`src/rtl/truth_sweep_ctrl.sv`:
```
// truth_sweep_ctrl: walks a 2-input gate through minterms 00,01,10,11, waits
// SETTLE cycles per minterm, samples the gate output into a truth table and
// compares the result against a golden table latched when the sweep starts.
module truth_sweep_ctrl #(
    parameter int unsigned SETTLE = 1
) (
    input  logic       clk,
    input  logic       rst_n,
    input  logic       start,
    input  logic       abort,
    input  logic [3:0] expected,
    input  logic       s,
    output logic       a,
    output logic       b,
    output logic       busy,
    output logic       done,
    output logic [3:0] table_out,
    output logic [3:0] mismatch,
    output logic       pass
);

    localparam int unsigned CNT_W = 4;
    localparam int unsigned IDX_W = 2;
    localparam int unsigned TT_W  = 4;

    localparam logic [CNT_W-1:0] SETTLE_LOAD = CNT_W'(SETTLE);
    localparam logic [CNT_W-1:0] CNT_ONE     = CNT_W'(1);
    localparam logic [IDX_W-1:0] IDX_LAST    = IDX_W'(3);

    typedef enum logic [1:0] {
        ST_IDLE   = 2'd0,
        ST_SETTLE = 2'd1,
        ST_SAMPLE = 2'd2,
        ST_DONE   = 2'd3
    } state_t;

    state_t            state;
    logic [IDX_W-1:0]  idx;
    logic [CNT_W-1:0]  cnt;
    logic [TT_W-1:0]   exp_q;

    logic [TT_W-1:0]   table_cap_c;
    logic [IDX_W-1:0]  idx_inc_c;

    // Truth table as it will look once the current minterm's sample is written
    always_comb begin
        table_cap_c      = table_out;
        table_cap_c[idx] = s;
    end

    // Next minterm index (only used when idx has not reached the last minterm)
    always_comb begin
        idx_inc_c = idx + IDX_W'(1);
    end

    // Sweep sequencer with registered drive, status and result outputs
    always_ff @(posedge clk or negedge rst_n) begin
        if (!rst_n) begin
            state     <= ST_IDLE;
            idx       <= '0;
            cnt       <= '0;
            exp_q     <= '0;
            a         <= 1'b0;
            b         <= 1'b0;
            busy      <= 1'b0;
            done      <= 1'b0;
            table_out <= '0;
            mismatch  <= '0;
            pass      <= 1'b0;
        end else begin
            done <= 1'b0;
            unique case (state)
                ST_IDLE: begin
                    // start wins over abort here; abort is meaningless in IDLE
                    if (start) begin
                        exp_q     <= expected;
                        idx       <= '0;
                        a         <= 1'b0;
                        b         <= 1'b0;
                        cnt       <= SETTLE_LOAD;
                        table_out <= '0;
                        mismatch  <= '0;
                        pass      <= 1'b0;
                        busy      <= 1'b1;
                        state     <= ST_SETTLE;
                    end
                end

                ST_SETTLE: begin
                    if (abort) begin
                        state <= ST_IDLE;
                        busy  <= 1'b0;
                        a     <= 1'b0;
                        b     <= 1'b0;
                        pass  <= 1'b0;
                        cnt   <= '0;
                        idx   <= '0;
                    end else begin
                        if (cnt != '0) begin
                            cnt <= cnt - CNT_ONE;
                        end
                        if (cnt <= CNT_ONE) begin
                            state <= ST_SAMPLE;
                        end
                    end
                end

                ST_SAMPLE: begin
                    // abort discards this cycle's sample; earlier bits are kept
                    if (abort) begin
                        state <= ST_IDLE;
                        busy  <= 1'b0;
                        a     <= 1'b0;
                        b     <= 1'b0;
                        pass  <= 1'b0;
                        cnt   <= '0;
                        idx   <= '0;
                    end else begin
                        table_out <= table_cap_c;
                        if (idx == IDX_LAST) begin
                            // results are registered alongside the done pulse
                            mismatch <= table_cap_c ^ exp_q;
                            pass     <= (table_cap_c == exp_q);
                            done     <= 1'b1;
                            a        <= 1'b0;
                            b        <= 1'b0;
                            cnt      <= '0;
                            state    <= ST_DONE;
                        end else begin
                            idx   <= idx_inc_c;
                            a     <= idx_inc_c[1];
                            b     <= idx_inc_c[0];
                            cnt   <= SETTLE_LOAD;
                            state <= ST_SETTLE;
                        end
                    end
                end

                ST_DONE: begin
                    // abort has no effect here; results hold until next start
                    idx   <= '0;
                    busy  <= 1'b0;
                    state <= ST_IDLE;
                end

                default: begin
                    busy  <= 1'b0;
                    state <= ST_IDLE;
                end
            endcase
        end
    end

endmodule

```
`config.mk`:
```
export PLATFORM = sky130hd
export DESIGN_NAME = truth_sweep_ctrl
export DESIGN_NICKNAME = d
export VERILOG_FILES = /design/src/rtl/truth_sweep_ctrl.sv
export SDC_FILE = /design/constraint.sdc
export NUM_CORES = 1
export LEC_CHECK = 0
export CAP_MARGIN = 20
export CELL_PAD_IN_SITES_DETAIL_PLACEMENT = 1
export CELL_PAD_IN_SITES_GLOBAL_PLACEMENT = 2
export CORE_ASPECT_RATIO = 1.25
export CORE_MARGIN = 2
export CORE_UTILIZATION = 35
export CTS_BUF_LIST = sky130_fd_sc_hd__clkbuf_4 sky130_fd_sc_hd__clkbuf_8
export CTS_CLUSTER_DIAMETER = 200
export CTS_CLUSTER_SIZE = 20
export DETAILED_ROUTE_END_ITERATION = 10
export GPL_TIMING_DRIVEN = 0
export PLACE_DENSITY = 0.87
export SETUP_SLACK_MARGIN = 0.1
export SYNTH_ARGS = -nofsm -noshare
export SYNTH_HDL_FRONTEND = slang
export SYNTH_SLANG_ARGS = --single-unit
```
`constraint.sdc`:
```
create_clock -name clk -period 3.35 [get_ports clk]
set_input_delay 0.335 -clock clk [delete_from_list [all_inputs] [get_ports clk]]
set_output_delay 0.335 -clock clk [all_outputs]
set_load 0.01 [all_outputs]
```
==> flow_summary.toml <==
[timing]
tightest_slew_ns = 0.590
layout_min_cycle_time_ns = 1.93
hold_slack_ns = 0.430
worst_slack_ns = 1.42
min_period_over_period_pct = 57.7
hold_viol_final = 0
setup_violations = 0
rsz0062_at_grt = "false"
relSlewSlack_pct = 60.6
max_freq_mhz = 517
finalSetupTns_ns = 0
clock_skew_ns = 0.00419
slew_violations = 0

[synthesis]
synth.avg_cell_area_sq_um = 11.1
ys_seq_elements = 25
synthesis.nets = 139
yosysWarnings = 0
synth-seq-area-share_pct = 46.9
ys_types = 37
synth_flop_cell = "dfrtp_1"
synth_edf_count = 0
syn_inst = 120
synth_area_sq_um = 1330
synthArstFlopShare_pct = 100

[worst_setup_path]
reg2reg_depth = 6
reg2reg_slack_ns = 1.42
r2r-end = "pass$_DFFE_PN0P_"
critPathTopFamily = "simple AND/OR/NAND/NOR gates"
max_stage_delay_ns = 0.48
crit_arrival_ns = 2.10
crit_type = "reg -> reg"
reg2reg_from = "state[0]$_DFFE_PN0P_"
cp-end-kind = "flop"
cp_max_fo = 7
cp_slowest_cell = "nor3_1"
cp-start-kind = "flop"
cp_cell_sequence = "inv_1, ha_1, nor2b_4, nor3_1, nand3_1, o41ai_1"
crit_cells = 6
required_ns = 3.52
path_buf_inv = 1

[placement]
dpl_worst_slack_ns = 1.27
post_dp_cell_area_sq_um = 1600
dpl.hpwl_microns = 2510
dpl.cell_count = 181
port-buffer-count = 20
gp_congestion = 0.764

[clock_network]
htree_levels = 1
tritoncts = "yes"
cts_root_buf = "clkbuf_8"
cts_setup_buffers = 0
clock_path_buffers = 2
holdBufCountCts = 0
cts_made_buffers = 3
cts_resized = 0
clkTransAtPathRegs_ns = 0.09
clock_sinks = 25
clk_latency_ns = 0.27

[drt]
detail_route.wl_per_cell_microns = 17.1
viasPerCell = 5.54
drtIter0Drc = 25
drc = 0
dr.pass1.iters = 3
wl_microns = 3160
vias = 1025
ant_nets = 0

[grt]
grt_util_all_layers_pct = 16.6
grt_max_degree = 15
antenna_found_initial = 0
grt_pass1_wl_microns = 5440
grt_pass1_vias = 1140
grt_overflow = 0

[cells_and_area]
drive_above_1_share_pct = 10.3
fillCellCount = 417
num-nets-final = 165
fin_util_pct = 44.2
stdcell_area_sq_um = 1650
syn_to_final_growth_pct = 23.4
antenna_cells = 0
stdcell_count = 185

[floorplan]
dieArea_sq_um = 4320
rows = 25
core_area_sq_um = 3720
floorplan.initialDensity_pct = 35.8
die_y_microns = 73.0
die_w_microns = 59.2
io_pins = 22

[power]
max-vdd-ir-drop_mv = 0.429
total_power_mw = 1.06
leakage_nw = 0.735
power.density_nw_per_um2 = 647

[job]
maxCapViolCount = 0

[outcome]
status = "finished clean"

[worst_hold_path]
hold_path.class = "in -> async"
==> cell families after synthesis <==
| kind of cell | synth area share [%] |
|---|---|
| compound gates | 16.7 |
| xor+xnor | 2.63 |
| fa+ha+maj | 9.38 |
| buf+inv | 2.53 |
| flops | 46.9 |
| mux | 8.16 |
| simple gates | 13.7 |
==> report_power, final <==
group	switching (mW)	leakage (nW)	internal, mW	total [mW]
logic	0.253	0.377	0.209	0.462
clock network	0.0995	0.0255	0.0834	0.183
registers	0.0513	0.333	0.368	0.419
==> Yosys cell counts, types with 2 or more instances <==
cell,instances,share of area [%]
dfrtp_1,25,47
ha_1,10,9.4
inv_1,8,2.3
o21ai_0,8,3.0
mux2_2,7,5.9
nand2_1,6,1.7
a21oi_1,4,1.5
a22o_1,4,2.6
nand2b_1,4,1.9
nor2_1,4,1.1
xnor2_1,4,2.6
a32o_1,3,2.3
mux2i_1,3,2.3
o41ai_1,3,2.0
and2_1,2,0.94
nand3_1,2,0.75
nor3_1,2,0.75
o31a_1,2,1.3
==> layer usage <==
| layer | vias up | share of wire (%) | GRT usage [%] | wire [microns] |
|---|---|---|---|---|
| li1 | 488 | - | - | - |
| met1 | 513 | 41 | 19.4 | 1280 |
| met2 | 18 | 55 | 29.7 | 1730 |
| met3 | 6 | 3.4 | 3.55 | 106 |
| met4 | 0 | 1.3 | 5.05 | 42 |
| met5 | - | 0 | 0 | 0 |
==> registers in the layout, summed over array words and instances (netlist names), 2 cells and up <==
register / cells
cnt: 4
exp_q: 4
idx: 2
mismatch: 4
state: 2
table_out: 4
==> final cells by class <==
class / instances / area (sq um) / area share, %
clock inverters: 1 / 5.00 / 0.304
multi-input cells: 86 / 674 / 41.0
inverters: 8 / 30.0 / 1.83
well taps: 40 / 50.0 / 3.04
plain buffers: 1 / 3.75 / 0.228
flip-flops and latches: 25 / 626 / 38.0
repair buffers: 21 / 215 / 13.1
clock buffers: 3 / 41.3 / 2.51
==> cell usage in the layout, fill, tap and decap left out, types with 2 or more instances in the layout <==
cell type        instances
inv_1                    8
o21ai_0                  8
a32o_1                   3
nand2_1                  6
dfrtp_1                 25
xnor2_1                  4
nand2b_1                 4
o31a_1                   2
mux2i_1                  3
a22o_1                   4
and2_1                   2
nor2_1                   4
clkbuf_8                 3
clkdlybuf4s50_1         20
nor3_1                   2
mux2_2                   7
ha_1                    10
o41ai_1                  3
nand3_1                  2
a21oi_1                  4
==> how the worst max path moves through the flow <==
stage	end	slack, ns	start
after floorplan	cnt[2]$_DFFE_PN0P_	1.65	state[0]$_DFFE_PN0P_
after global placement	a$_DFFE_PN0P_	1.33	abort
after detailed placement	pass$_DFFE_PN0P_	1.27	abort
after CTS	pass$_DFFE_PN0P_	1.37	state[0]$_DFFE_PN0P_
after global routing	pass$_DFFE_PN0P_	1.20	state[0]$_DFFE_PN0P_
final	pass$_DFFE_PN0P_	1.42	state[0]$_DFFE_PN0P_
Note: power is estimated with default switching activity, not from simulation.
